`config.mk`:
```
export PLATFORM = sky130hd
export DESIGN_NAME = shift_seq_unit
export DESIGN_NICKNAME = d
export VERILOG_FILES = /design/src/rtl/shift_pkg.sv /design/src/rtl/shift_step.sv /design/src/rtl/shift_seq_unit.sv
export SDC_FILE = /design/constraint.sdc
export NUM_CORES = 1
export LEC_CHECK = 0
export ABC_CLOCK_PERIOD_IN_PS = 1990
export BUFFER_PORTS_ARGS = -buffer_cell sky130_fd_sc_hd__buf_2
export CAP_MARGIN = 20
export CORE_MARGIN = 2
export CORE_UTILIZATION = 42
export CTS_BUF_LIST = sky130_fd_sc_hd__clkbuf_8
export DETAILED_ROUTE_END_ITERATION = 6
export GPL_TIMING_DRIVEN = 0
export PLACE_DENSITY = 0.68
export SLEW_MARGIN = 20
export SYNTH_ARGS = -nofsm -noshare
export SYNTH_HDL_FRONTEND = slang
export SYNTH_SLANG_ARGS = --single-unit
```
`constraint.sdc`:
```
create_clock -name clk -period 1.99 [get_ports clk]
set_input_delay 0.0995 -clock clk [delete_from_list [all_inputs] [get_ports clk]]
set_output_delay 0.0995 -clock clk [all_outputs]
set_load 0.005 [all_outputs]
```
`src/rtl/shift_pkg.sv`:
```
// Shared encodings for the sequential shifter: operation codes, FSM states,
// and a helper that identifies the pass-through operation codes.
package shift_pkg;

  localparam int DATA_W  = 32;
  localparam int SHAMT_W = 5;

  typedef enum logic [2:0] {
    OP_SLL  = 3'b000,
    OP_SRL  = 3'b001,
    OP_SRA  = 3'b010,
    OP_ROR  = 3'b011,
    OP_ROL  = 3'b100,
    OP_PASS = 3'b111
  } shift_op_e;

  typedef enum logic [1:0] {
    ST_IDLE  = 2'b00,
    ST_SHIFT = 2'b01,
    ST_DONE  = 2'b10
  } state_e;

  // Codes 101..111 all behave as pass-through
  function automatic logic is_pass(input logic [2:0] op);
    return (op >= 3'b101);
  endfunction

endpackage

```
`src/rtl/shift_step.sv`:
```
// Purely combinational one-bit shift/rotate of a 32-bit value.
module shift_step
  import shift_pkg::*;
(
  input  logic [DATA_W-1:0] value,
  input  logic [2:0]        op,
  output logic [DATA_W-1:0] result
);

  always_comb begin
    result = value;
    case (op)
      OP_SLL:  result = {value[DATA_W-2:0], 1'b0};
      OP_SRL:  result = {1'b0, value[DATA_W-1:1]};
      OP_SRA:  result = {value[DATA_W-1], value[DATA_W-1:1]};
      OP_ROR:  result = {value[0], value[DATA_W-1:1]};
      OP_ROL:  result = {value[DATA_W-2:0], value[DATA_W-1]};
      default: result = value;
    endcase
  end

endmodule

```
`src/rtl/shift_seq_unit.sv`:
```
// Multi-cycle shifter: latches an operand, then shifts it one bit per clock
// until the latched amount is exhausted, pulsing done for one cycle.
module shift_seq_unit
  import shift_pkg::*;
(
  input  logic                clk,
  input  logic                reset,
  input  logic                start,
  input  logic [2:0]          op,
  input  logic [DATA_W-1:0]   in_data,
  input  logic [SHAMT_W-1:0]  in_shamt,
  output logic [DATA_W-1:0]   out,
  output logic                busy,
  output logic                done
);

  state_e              state, state_next;
  logic [DATA_W-1:0]   out_next;
  logic [DATA_W-1:0]   stepped;
  logic [2:0]          op_q, op_next;
  logic [SHAMT_W-1:0]  count, count_next;

  // The step only ever sees registered state, so out has no input-to-output path
  shift_step u_step (
    .value  (out),
    .op     (op_q),
    .result (stepped)
  );

  always_ff @(posedge clk or posedge reset) begin
    if (reset) begin
      state <= ST_IDLE;
      out   <= '0;
      op_q  <= OP_SLL;
      count <= '0;
    end else begin
      state <= state_next;
      out   <= out_next;
      op_q  <= op_next;
      count <= count_next;
    end
  end

  always_comb begin
    state_next = state;
    out_next   = out;
    op_next    = op_q;
    count_next = count;
    case (state)
      ST_IDLE, ST_DONE: begin
        if (start) begin
          out_next   = in_data;
          op_next    = op;
          count_next = in_shamt;
          if ((in_shamt == '0) || is_pass(op)) begin
            state_next = ST_DONE;
          end else begin
            state_next = ST_SHIFT;
          end
        end else begin
          state_next = ST_IDLE;
        end
      end
      ST_SHIFT: begin
        out_next   = stepped;
        count_next = count - 5'd1;
        if (count == 5'd1) begin
          state_next = ST_DONE;
        end
      end
      default: begin
        state_next = ST_IDLE;
      end
    endcase
  end

  assign busy = (state == ST_SHIFT);
  assign done = (state == ST_DONE);

endmodule

```
Word-level counts from Yosys, hierarchy flattened:

Cells that the tools add are included.

* add/subtract/negate cells: 1
* $lt $le $gt $ge: 1
* equal/unequal tests: 12
* multiplexer cells: 9
* reduce and logical (&&, ||, !) cells: 10

Operators with widths (number)
* case mux 32 bit (5 select lines): 1
* case mux 32 bit (2 select lines): 1
* 2-to-1 mux 32 bit: 1
* case mux 5 bit (2 select lines): 1
* equality test 3 x 2 -> 1 bit, second input constant: 2
* 2-to-1 mux 2 bit: 3
* != test 6 x 1 -> 1 bit, second input constant: 1
* equality test 5 x 1 -> 1 bit, second input constant: 1
* zero test 5 bit: 1
* 2-to-1 mux 5 bit: 1
* != test 5 x 1 -> 1 bit, second input constant: 1
* subtractor 5 x 1 -> 5 bit, second input constant: 1
* != test 2 bit, second input constant: 2
* case mux 2 bit (2 select lines): 1
* AND reduction 2 bit: 2
* AND reduction 4 bit: 1
* equality test 3 x 1 -> 1 bit, second input constant: 1
* equality test 3 bit, second input constant: 1
* >= comparator 3 bit, second input constant: 1
* zero test 3 bit: 1
* AND reduction 3 bit: 1
* equality test 2 x 1 -> 1 bit, second input constant: 1
* equality test 2 bit, second input constant: 1
* zero test 2 bit: 1
* 4 further kinds: 4

* flip-flop bits (word level): 42
* bits of input ports: 43
* output and inout port bits: 34
* logic and storage cells: 38

Logic depth before layout (Yosys ltp):

Gate-level depths: netlist of the first run.

* depth after elaboration: 5
* gate-level depth with buffers: 7
* mapped depth without buffers: 5

By module:

Synthesis of the first run repeated with hierarchy kept, for this count alone.

* cells, all modules: 346
* area, all modules: 2884.0 µm²

By module, submodules not included
* shift_seq_unit: times used 1, cells an instance 231, area an instance 1996.9 µm², seq. area each 1051.0 µm²
* shift_step: times used 1, cells an instance 115, area an instance 887.1 µm², seq. area each 0.0 µm²

Worst setup path before layout of the first run:

OpenSTA, ideal clock, no wires.

* path kind: register to register
* start: register state[1]
* end: register out[10]
* library setup time: 0.128 ns
* data arrival time: 1.226 ns
* required time: 1.862 ns
* slack: 0.636 ns
* stages on the path, launching flop included: 7
* buffers on the path: 3
* period minus slack after synthesis: 1.354 ns
* cell sequence: dfrtp_1 nand2b_1 buf_4 buf_2 buf_2 nor3_1 o31ai_2

* cells in the longest elaborated chain, start to end: 4
* elaborated cells on any way between the ends: 9
* classes of those cells: 4 x eq/ne; 1 x mux; 4 x reduce/logical

RTL lines
* start: declaration: RTL line shift_seq_unit.sv:17 `state_e state, state_next;`
* start signal: assignment: RTL line shift_seq_unit.sv:37 `state <= state_next;`
* equality test 2 bit or zero test 2 bit (tied branches): RTL line shift_seq_unit.sv:49 `case (state)`
* OR reduction 2 bit: RTL line shift_seq_unit.sv:49
* != test 2 bit (no line) or nonzero test 2 bit (tied branches)
* AND reduction 3 bit (no line)
* end signal: assignment: RTL line shift_seq_unit.sv:38 `out <= out_next;`
* end: declaration: RTL line shift_seq_unit.sv:12 `output logic [DATA_W-1:0] out,`

Parallel ways exist; a longest one is shown, timed or not.
A chain may end at the register's enable or synchronous reset.

Final worst setup path of the first run:

* start: register state[0]
* end: register out[28]

The elaborated chain is that of the path after synthesis.

==> results of run 1 <==
==> state kept, by name, summed over array words and instances, names as in the netlist <==
register	flops
op_q	3
out	32
count	5
state	2
==> cell type report <==
| type | count | area share, % |
|---|---|---|
| plain buffers | 26 | 4.162 |
| clock buffers | 6 | 2.667 |
| clock inverters | 2 | 0.4040 |
| inverters | 6 | 0.7273 |
| multi-input cells | 210 | 41.58 |
| flip-flops and latches | 42 | 33.94 |
| well taps | 75 | 3.030 |
| repair buffers | 78 | 13.49 |
==> layer usage <==
metal,up-vias,GRT usage [%],share of wire (%)
li1,1207,-,-
met1,1191,31.90,47
met2,82,32.89,45
met3,10,4.111,5.9
met4,0,6.780,1.4
met5,-,0,0
==> cells in the final DEF, fill, tap and decap left out, types with 2 or more instances in the layout <==
| master | netlist | layout |
|---|---|---|
| nand2_1 | 41 | 41 |
| a21oi_1 | 35 | 35 |
| buf_1 | 3 | 3 |
| buf_2 | 10 | 86 |
| o21ai_1 | 3 | 3 |
| nor2b_1 | 2 | 2 |
| ha_1 | 2 | 2 |
| buf_4 | 5 | 5 |
| dfrtp_1 | 42 | 42 |
| clkbuf_1 | 8 | 8 |
| inv_1 | 5 | 4 |
| inv_2 | 1 | 2 |
| o21ai_0 | 5 | 5 |
| a221o_1 | 2 | 2 |
| nand2b_1 | 3 | 3 |
| a21oi_2 | 2 | 2 |
| nor2_1 | 9 | 9 |
| o31ai_2 | 30 | 30 |
| clkbuf_8 | 0 | 6 |
| nor3_1 | 62 | 62 |
==> stage by stage <==
step                std cells  power, uW  cell area (sq um)
CTS                       445       6038               3097
global placement          435       5351               2964
finish                    445       6020               3097
floorplan                 284       4365               2490
global route              445       6565               3097
detailed placement        436       5439               2992
==> power groups by stage <==
stage | combinational [uW] | clock (uW) | sequential, uW
after floorplan | 2630 | 0 | 1730
after global placement | 3530 | 0 | 1820
after detailed placement | 3610 | 0 | 1830
after CTS | 3620 | 601 | 1810
after global routing | 4030 | 646 | 1890
final | 3610 | 588 | 1830
==> final timing paths <==
kind                                 to  slack, ns  depth (start not counted)      from
worst min-delay path            op_q[1]       0.01                          3     op[1]
worst min register to register  out[25]       0.55                          2   out[25]
worst max register to register  out[28]       0.37                          7  state[0]
min in group asynchronous       out[18]       0.36                          3     reset
max in group asynchronous       out[31]       1.14                          4     reset
worst max-delay path            out[28]       0.37                          7  state[0]
==> cells by family after synthesis <==
logic type      Yosys count
flops                    42
fa+ha+maj                 2
simple gates            123
compound gates           85
buf+inv                  32
==> worst register-to-register path, cell delays in order (launching register included) <==
cell and delay, ns:
dfrtp_1 0.41, nand2b_1 0.09, buf_4 0.16, inv_2 0.09, a21oi_2 0.19, buf_1 0.39, nand2_1 0.14, o31ai_2 0.08
==> repair_timing <==
item,CTS,global route
resized for setup,0,0
hold buffers,1,0
hold endpoints to repair,20,0
==> impl_metrics.env, run 1 <==
export IMPL_status="completed"
export IMPL_synth_area_per_cell_sq_um=8.767
export IMPL_cap_violations=0
export IMPL_holdCritPathClass="input pin to register"
export IMPL_p_switching_uw=2903
export IMPL_drv_slew=0
export IMPL_cts_tree="built"
export IMPL_rows=28
export IMPL_p_int_uw=3117
export IMPL_seq_power_share_pct=30.3
export IMPL_finalCriticalPeriod_ns=1.623
export IMPL_vias_per_cell=5.596
export IMPL_yosys_area_share_simple_pct=22.91
export IMPL_numCtsBuffers=5
export IMPL_p_comb_share_pct=59.9
export IMPL_tns_ns=0
export IMPL_vdd_drop_max_mv=0.6699
export IMPL_drive_gt1_share_pct=36.22
export IMPL_multi_input_area_sq_um=1287
export IMPL_grt_pass1_wl_mm=11.27
export IMPL_antenna_found_initial=0
export IMPL_cts_sinks=42
export IMPL_cp_slowest_cell="dfrtp_1"
export IMPL_utilization_pct=53.25
export IMPL_die_y_um=81.00
export IMPL_grt_usage_pct=21.89
export IMPL_pin_count=77
export IMPL_port_buffers=76
export IMPL_final_nets=414
export IMPL_worst_hold_slack_ns=0.01436
export IMPL_syn_inst=284
export IMPL_critPathMaxStageDelay_ns=0.41
export IMPL_maxSlewHeadroom_pct=66.50
export IMPL_async_flop_share_pct=100.0
export IMPL_routedWlPerCell_um=15.48
export IMPL_grt_pass1_vias=2316
export IMPL_clk_transition_reported_paths_ns=0.08
export IMPL_synth_area_mux_share_pct=0
export IMPL_max_slew_worst_pin_slew_ns=0.5017
export IMPL_fillCellCount=571
export IMPL_rsz0062_at_grt="no"
export IMPL_initial_core_util_pct=42.81
export IMPL_synth_top_area_share_pct=42.21
export IMPL_clk_path_buf_depth=2
export IMPL_crit_type="register to register"
export IMPL_yosysWarnings=0
export IMPL_setup_slack_ns=0.3666
export IMPL_diodes=0
export IMPL_p_clk_share_pct=9.8
export IMPL_required_ns=2.21
export IMPL_clock_skew_final_ns=0.01140
export IMPL_preCtsSetupSlack_ns=0.3972
export IMPL_synth_nets=329
export IMPL_fmax_mhz=616.0
export IMPL_drtIter0Drc=203
export IMPL_ant_nets=0
export IMPL_grt_max_degree=23
export IMPL_path_buf_inv=3
export IMPL_synth_edf_count=0
export IMPL_crit_arrival_ns=1.84
export IMPL_post_cts_buffers=0
export IMPL_synth_area_sq_um=2490
export IMPL_post_route_drc_count=0
export IMPL_synth_top_family_by_area="compound AO/OA/AOI/OAI gates"
export IMPL_crit_family="buffers and inverters"
export IMPL_ys_flop_type="dfrtp_1"
export IMPL_critPathLaunchType="register"
export IMPL_netlist_top_cells_count="nor3_1, dfrtp_1, nand2_1"
export IMPL_ys_seq_area_share_pct=42.21
export IMPL_clock_root_buffer="clkbuf_8"
export IMPL_h_tree_depth=2
export IMPL_core_region_area_sq_um=5816
export IMPL_synth_seq_cells=42
export IMPL_path_cells="nand2b_1 -> buf_4 -> inv_2 -> a21oi_2 -> buf_1 -> nand2_1 -> o31ai_2"
export IMPL_ys_types=33
export IMPL_area_delta_synth_final_pct=24.37
export IMPL_synth_top_area_cell="dfrtp_1"
export IMPL_switching_share_pct=48.22
export IMPL_synthAdderAreaFrac_pct=1.005
export IMPL_register_area_sq_um=1051
export IMPL_crit_fanout=10
export IMPL_power_density_nw_per_um2=1944
export IMPL_gp_congestion=0.8517
export IMPL_synth_area_leaders="dfrtp_1, o31ai_2, nor3_1"
export IMPL_end_kind="register"
export IMPL_vias=2490
export IMPL_p_leak_uw=0.001361
export IMPL_finalHoldViolations=0
export IMPL_setup_violations=0
export IMPL_die_area_sq_um=6560
export IMPL_fin_crit_sh_pct=81.58
export IMPL_synth_xor_xnor_area_share_pct=0
export IMPL_clk_latency_ns=0.30
export IMPL_yosysMostFrequentCell="nor3_1"
export IMPL_drt_wl_total_mm=6.889
export IMPL_synth_compound_area_share_pct=27.79
export IMPL_dr_pass1_iters=4
export IMPL_hpwl_mm=5.049
export IMPL_die_width_um=81.00
export IMPL_grt_remaining_overflow=0
Note: power is estimated with default switching activity, not from simulation.
==> run 2: changes to the inputs <==
--- a/config.mk
+++ b/config.mk
@@ -5,7 +5,8 @@
 export SDC_FILE = /design/constraint.sdc
 export NUM_CORES = 1
 export LEC_CHECK = 0
-export ABC_CLOCK_PERIOD_IN_PS = 1990
+export ABC_AREA = 1
+export ABC_CLOCK_PERIOD_IN_PS = 1600
 export BUFFER_PORTS_ARGS = -buffer_cell sky130_fd_sc_hd__buf_2
 export CAP_MARGIN = 20
 export CORE_MARGIN = 2
@@ -13,7 +14,7 @@
 export CTS_BUF_LIST = sky130_fd_sc_hd__clkbuf_8
 export DETAILED_ROUTE_END_ITERATION = 6
 export GPL_TIMING_DRIVEN = 0
-export PLACE_DENSITY = 0.68
+export PLACE_DENSITY = 0.66
 export SLEW_MARGIN = 20
 export SYNTH_ARGS = -nofsm -noshare
 export SYNTH_HDL_FRONTEND = slang
==> constraint.sdc (replaced) <==
create_clock -name clk -period 1.6 [get_ports clk]
set_input_delay 0.08 -clock clk [delete_from_list [all_inputs] [get_ports clk]]
set_output_delay 0.08 -clock clk [all_outputs]
set_load 0.005 [all_outputs]
==> run 2 against run 1 <==
Against the previous run: hold slack gained 0.013 ns; critical path depth shrank 2; combinational power grew 37%; sequential share of layout area shrank 3.6 points; highest routed layer unchanged.
==> impl_metrics.env, run 2 <==
export IMPL_ys_seq_area_share_pct=36.63
export IMPL_tns_ns=0
export IMPL_post_cts_buffers=0
export IMPL_die_y_um=86.65
export IMPL_rows=30
export IMPL_drtIter0Drc=159
export IMPL_rsz0062_at_grt="no"
export IMPL_finalCriticalPeriod_ns=1.393
export IMPL_end_kind="output port"
export IMPL_synth_top_area_share_pct=36.63
export IMPL_synth_nets=500
export IMPL_hpwl_mm=5.598
export IMPL_drive_gt1_share_pct=22.41
export IMPL_layout_common_cells="nor2_1, buf_2, nand2_1"
export IMPL_reg_largest_list="out: 32 flops, count: 5 flops, op_q: 3 flops"
export IMPL_fmax_mhz=717.9
export IMPL_post_place_cells=612
export IMPL_regMostFlops="out"
export IMPL_cap_violations=0
export IMPL_setup_slack_ns=0.2071
export IMPL_worst_hold_slack_ns=0.02726
export IMPL_preCtsSetupSlack_ns=0.2429
export IMPL_path_cells="nand2_1 -> buf_6 -> inv_4 -> buf_4 -> buf_2"
export IMPL_numCtsBuffers=5
export IMPL_netlist_top_cells_count="nor2_1, nand2_1, nand3_1"
export IMPL_path_buf_inv=4
export IMPL_cp_slowest_cell="dfrtp_1"
export IMPL_status="completed"
export IMPL_antenna_found_initial=0
export IMPL_final_cell_count_no_fill=620
export IMPL_yosysWarnings=0
export IMPL_p_leak_uw=0.001926
export IMPL_grt_pass1_wl_mm=12.61
export IMPL_setup_violations=0
export IMPL_crit_type="register to output port"
export IMPL_dr_pass1_iters=4
export IMPL_yosysMostFrequentCell="nor2_1"
export IMPL_gp_congestion=0.8020
export IMPL_placed_cell_area_sq_um=3377
export IMPL_core_region_area_sq_um=6719
export IMPL_h_tree_depth=2
export IMPL_drv_slew=0
export IMPL_vias_per_cell=4.840
export IMPL_layout_commonest_cell="nor2_1"
export IMPL_port_buffers=76
export IMPL_clock_root_buffer="clkbuf_8"
export IMPL_holdCritPathClass="input pin to register"
export IMPL_initial_core_util_pct=42.70
export IMPL_grt_usage_pct=20.77
export IMPL_clk_path_buf_depth=2
export IMPL_crit_fanout=10
export IMPL_maxSlewHeadroom_pct=56.80
export IMPL_clock_skew_final_ns=0.003061
export IMPL_vias=3001
export IMPL_synth_edf_count=0
export IMPL_crit_arrival_ns=1.31
export IMPL_final_nets=585
export IMPL_async_flop_share_pct=100.0
export IMPL_pin_count=77
export IMPL_largest_register_ffs=32
export IMPL_syn_inst=455
export IMPL_ys_types=20
export IMPL_drt_wl_total_mm=7.609
export IMPL_post_route_drc_count=0
export IMPL_synth_top_area_cell="dfrtp_1"
export IMPL_vdd_drop_max_mv=0.7963
export IMPL_critPathLaunchType="register"
export IMPL_synth_area_per_cell_sq_um=6.305
export IMPL_synth_area_sq_um=2869
export IMPL_fin_crit_sh_pct=87.06
export IMPL_cts_sinks=42
export IMPL_ant_nets=0
export IMPL_clk_latency_ns=0.29
export IMPL_routedWlPerCell_um=12.27
export IMPL_final_area_sq_um=3463
export IMPL_clk_transition_reported_paths_ns=0.08
export IMPL_required_ns=1.52
export IMPL_diodes=0
export IMPL_cts_tree="built"
export IMPL_max_slew_worst_pin_slew_ns=0.6470
export IMPL_synth_area_leaders="dfrtp_1, nor2_1, nand3_1"
export IMPL_finalHoldViolations=0
export IMPL_fillCellCount=729
export IMPL_die_width_um=86.65
export IMPL_crit_family="buffers and inverters"
export IMPL_synth_seq_cells=42
export IMPL_power_density_nw_per_um2=2253
export IMPL_ctsHoldBuffers=1
export IMPL_ys_flop_type="dfrtp_1"
export IMPL_area_delta_synth_final_pct=20.72
export IMPL_grt_pass1_vias=2768
export IMPL_die_area_sq_um=7508
export IMPL_grt_max_degree=28
export IMPL_critPathMaxStageDelay_ns=0.40
export IMPL_grt_remaining_overflow=0
export IMPL_cts_resized=0
-- run 2: path summary, 6_finish.rpt --
check | end | start | slack [ns] | depth (start not counted)
min in group asynchronous | out[21] | reset | 0.43 | 3
worst min register to register | out[16] | out[16] | 0.57 | 2
max in group asynchronous | out[5] | reset | 0.66 | 4
worst min-delay path | op_q[2] | op[2] | 0.03 | 2
worst max-delay path | busy | state[0] | 0.21 | 5
worst max register to register | out[22] | op_q[1] | 0.23 | 7
-- run 2: layout make-up --
class,count,area [sq um],area share (%)
repair buffers,78,417.9,12.07
multi-input cells,339,1439,41.55
well taps,80,100.1,2.890
clock buffers,5,68.82,1.987
inverters,46,175.2,5.058
flip-flops and latches,42,1051,30.35
plain buffers,28,203.9,5.889
clock inverters,2,7.507,0.2168
-- run 2: per-stage QoR --
stage          power [uW]  util, %
4_1_cts              7855    51.55
3_3_place_gp         7078    49.85
3_5_place_dp         7179    50.26
2_1_floorplan        5749        -
6_report             7804    51.55
5_1_grt              8679    51.55
-- run 2: where the power goes --
group          total, uW  leakage (uW)  internal, uW  switching [uW]
registers           2200      0.000474          1630             568
logic               4950       0.00141          2020            2930
clock network        654     0.0000466           289             366
total               7800       0.00193          3940            3860
-- run 2: cells by family (layout without fill, tap and decap cells) --
kind of cell               count (synthesis)  after routing  share of synthesized area, %
AOI/OAI and AO/OA                         16             16                         3.053
muxes                                      1              1                        0.3925
buffers and inverters                     74            159                         13.21
adders and majority gates                  2              2                        0.8721
and+or+nand+nor                          319            319                         45.53
DFF                                       42             42                         36.63
xor gates and xnor gates                   1              1                        0.3053
-- run 2: metal layers --
| layer | vias up | track usage (%) | wire length (um) |
|---|---|---|---|
| li1 | 1572 | - | - |
| met1 | 1352 | 27.29 | 3496 |
| met2 | 73 | 35.31 | 3689 |
| met3 | 4 | 3.714 | 371 |
| met4 | 0 | 5.398 | 52 |
| met5 | - | 0 | 0 |
==> run 3: changes to the inputs <==
--- a/config.mk
+++ b/config.mk
@@ -14,7 +14,7 @@
 export CTS_BUF_LIST = sky130_fd_sc_hd__clkbuf_8
 export DETAILED_ROUTE_END_ITERATION = 6
 export GPL_TIMING_DRIVEN = 0
-export PLACE_DENSITY = 0.66
+export PLACE_DENSITY = 0.78
 export SLEW_MARGIN = 20
 export SYNTH_ARGS = -nofsm -noshare
 export SYNTH_HDL_FRONTEND = slang
==> run 3 against run 2 <==
Against the previous run: critical path type unchanged; sequential share of layout area down 0.055 points; hold slack better by 0.0044 ns; final area up 0.18%; first-iteration DRC count unchanged; cell count up 0.16%; register-to-register slack about the same; clock skew up 0.011 ns; critical path depth up 1; non-clock buffer count unchanged; wire length down 2.8%; critical endpoint unchanged; die area unchanged; core utilization up 0.093 points.
==> impl_metrics.env, run 3 (synthesized netlist as in run 2, its figures left out) <==
export IMPL_clk_latency_ns=0.30
export IMPL_holdCritPathClass="input pin to register"
export IMPL_crit_fanout=10
export IMPL_vdd_drop_max_mv=0.8442
export IMPL_p_switching_uw=3865
export IMPL_crit_arrival_ns=1.35
export IMPL_layout_common_cells="nor2_1, buf_2, nand2_1"
export IMPL_max_slew_worst_pin_slew_ns=0.3909
export IMPL_layout_commonest_cell="nor2_1"
export IMPL_reg_largest_list="out: 32 flops, count: 5 flops, op_q: 3 flops"
export IMPL_hpwl_mm=5.541
export IMPL_final_area_sq_um=3470
export IMPL_seq_power_share_pct=28.0
export IMPL_drtIter0Drc=159
export IMPL_dr_pass1_iters=4
export IMPL_vias=3036
export IMPL_grt_max_degree=27
export IMPL_initial_core_util_pct=42.70
export IMPL_clk_path_buf_depth=2
export IMPL_reg2reg_depth=7
export IMPL_drv_slew=0
export IMPL_end_kind="output port"
export IMPL_numCtsBuffers=5
export IMPL_finalHoldViolations=0
export IMPL_antenna_found_initial=0
export IMPL_h_tree_depth=2
export IMPL_tns_ns=0
export IMPL_die_y_um=86.65
export IMPL_cts_sinks=42
export IMPL_p_leak_uw=0.001920
export IMPL_post_cts_buffers=0
export IMPL_clock_skew_final_ns=0.01402
export IMPL_pin_count=77
export IMPL_ctsHoldBuffers=1
export IMPL_finalCriticalPeriod_ns=1.426
export IMPL_die_width_um=86.65
export IMPL_worst_hold_slack_ns=0.03165
export IMPL_die_area_sq_um=7508
export IMPL_clk_transition_reported_paths_ns=0.09
export IMPL_fmax_mhz=701.1
export IMPL_diodes=0
export IMPL_crit_end="busy"
export IMPL_vias_per_cell=4.889
export IMPL_crit_start="state[1]"
export IMPL_worstReg2RegEnd="out[27]"
export IMPL_core_region_area_sq_um=6719
export IMPL_routedWlPerCell_um=11.91
export IMPL_post_place_cells=612
export IMPL_grt_remaining_overflow=0
export IMPL_placed_cell_area_sq_um=3369
export IMPL_grt_pass1_vias=2789
export IMPL_grt_pass1_wl_mm=12.22
export IMPL_gp_congestion=0.8386
export IMPL_final_nets=585
export IMPL_p_int_uw=3958
export IMPL_clock_root_buffer="clkbuf_8"
export IMPL_status="completed"
export IMPL_post_route_drc_count=0
export IMPL_regMostFlops="out"
export IMPL_largest_register_ffs=32
export IMPL_rsz0062_at_grt="no"
export IMPL_timing_rr_start="op_q[1]"
export IMPL_power_density_nw_per_um2=2255
export IMPL_area_delta_synth_final_pct=20.93
export IMPL_cap_violations=0
export IMPL_utilization_pct=51.64
export IMPL_switching_share_pct=49.41
export IMPL_maxSlewHeadroom_pct=73.90
export IMPL_grt_usage_pct=20.04
export IMPL_critPathLaunchType="register"
export IMPL_fin_crit_sh_pct=89.15
export IMPL_r2r_setup_slack_ns=0.22
export IMPL_required_ns=1.52
export IMPL_cts_tree="built"
export IMPL_drive_gt1_share_pct=22.92
export IMPL_final_cell_count_no_fill=621
export IMPL_p_clk_share_pct=9.1
export IMPL_p_comb_share_pct=62.9
export IMPL_ant_nets=0
export IMPL_setup_violations=0
export IMPL_hold_depth=2
export IMPL_drt_wl_total_mm=7.394
export IMPL_rows=30
export IMPL_cts_resized=0
export IMPL_crit_type="register to output port"
export IMPL_port_buffers=76
## run 3: power by group through the flow
stage / Combinational (uW) / Clock, uW / Sequential, uW
CTS: 4950 / 723 / 2180
global route: 5680 / 769 / 2260
detailed placement: 4920 / 0 / 2200
floorplan: 3630 / 0 / 2120
finish: 4920 / 711 / 2190
global placement: 4810 / 0 / 2190
## run 3: worst max-delay path, stage by stage, from the launching register on
cell and delay [ns]:
dfrtp_1 0.38, inv_1 0.07, nand2_1 0.08, buf_6 0.15, inv_4 0.06, buf_4 0.17
buf_2 0.13
## run 3: worst min-delay path by stage
stage	startpoint	end	slack [ns]
final	op[2]	op_q[2]	0.03
after detailed placement	reset	out[24]	0.09
after global routing	op[2]	op_q[2]	0.03
after floorplan	op[2]	op_q[2]	0.23
after CTS	op[2]	op_q[2]	0.03
after global placement	op[2]	op_q[2]	0.33
## run 3: cell type report
class,instances,area [sq um]
clock inverters,3,21.27
fillers,700,3249
flip-flops and latches,42,1051
repair buffers,78,410.4
multi-input cells,339,1439
plain buffers,28,203.9
clock buffers,5,68.82
inverters,46,175.2
well taps,80,100.1
## run 3: metrics by stage
step                total power (uW)  worst slack (ns)
floorplan                       5749            0.4271
global placement                7003           -0.1008
detailed placement              7122            0.2560
CTS                             7852            0.1730
global route                    8712           0.06310
finish                          7823            0.1736
## run 3: per-layer routing
| metal | track usage [%] | routed length [um] |
|---|---|---|
| met5 | 0 | 0 |
| met4 | 4.688 | 77 |
| met3 | 2.857 | 397 |
| met2 | 36.22 | 3719 |
| met1 | 25.16 | 3200 |
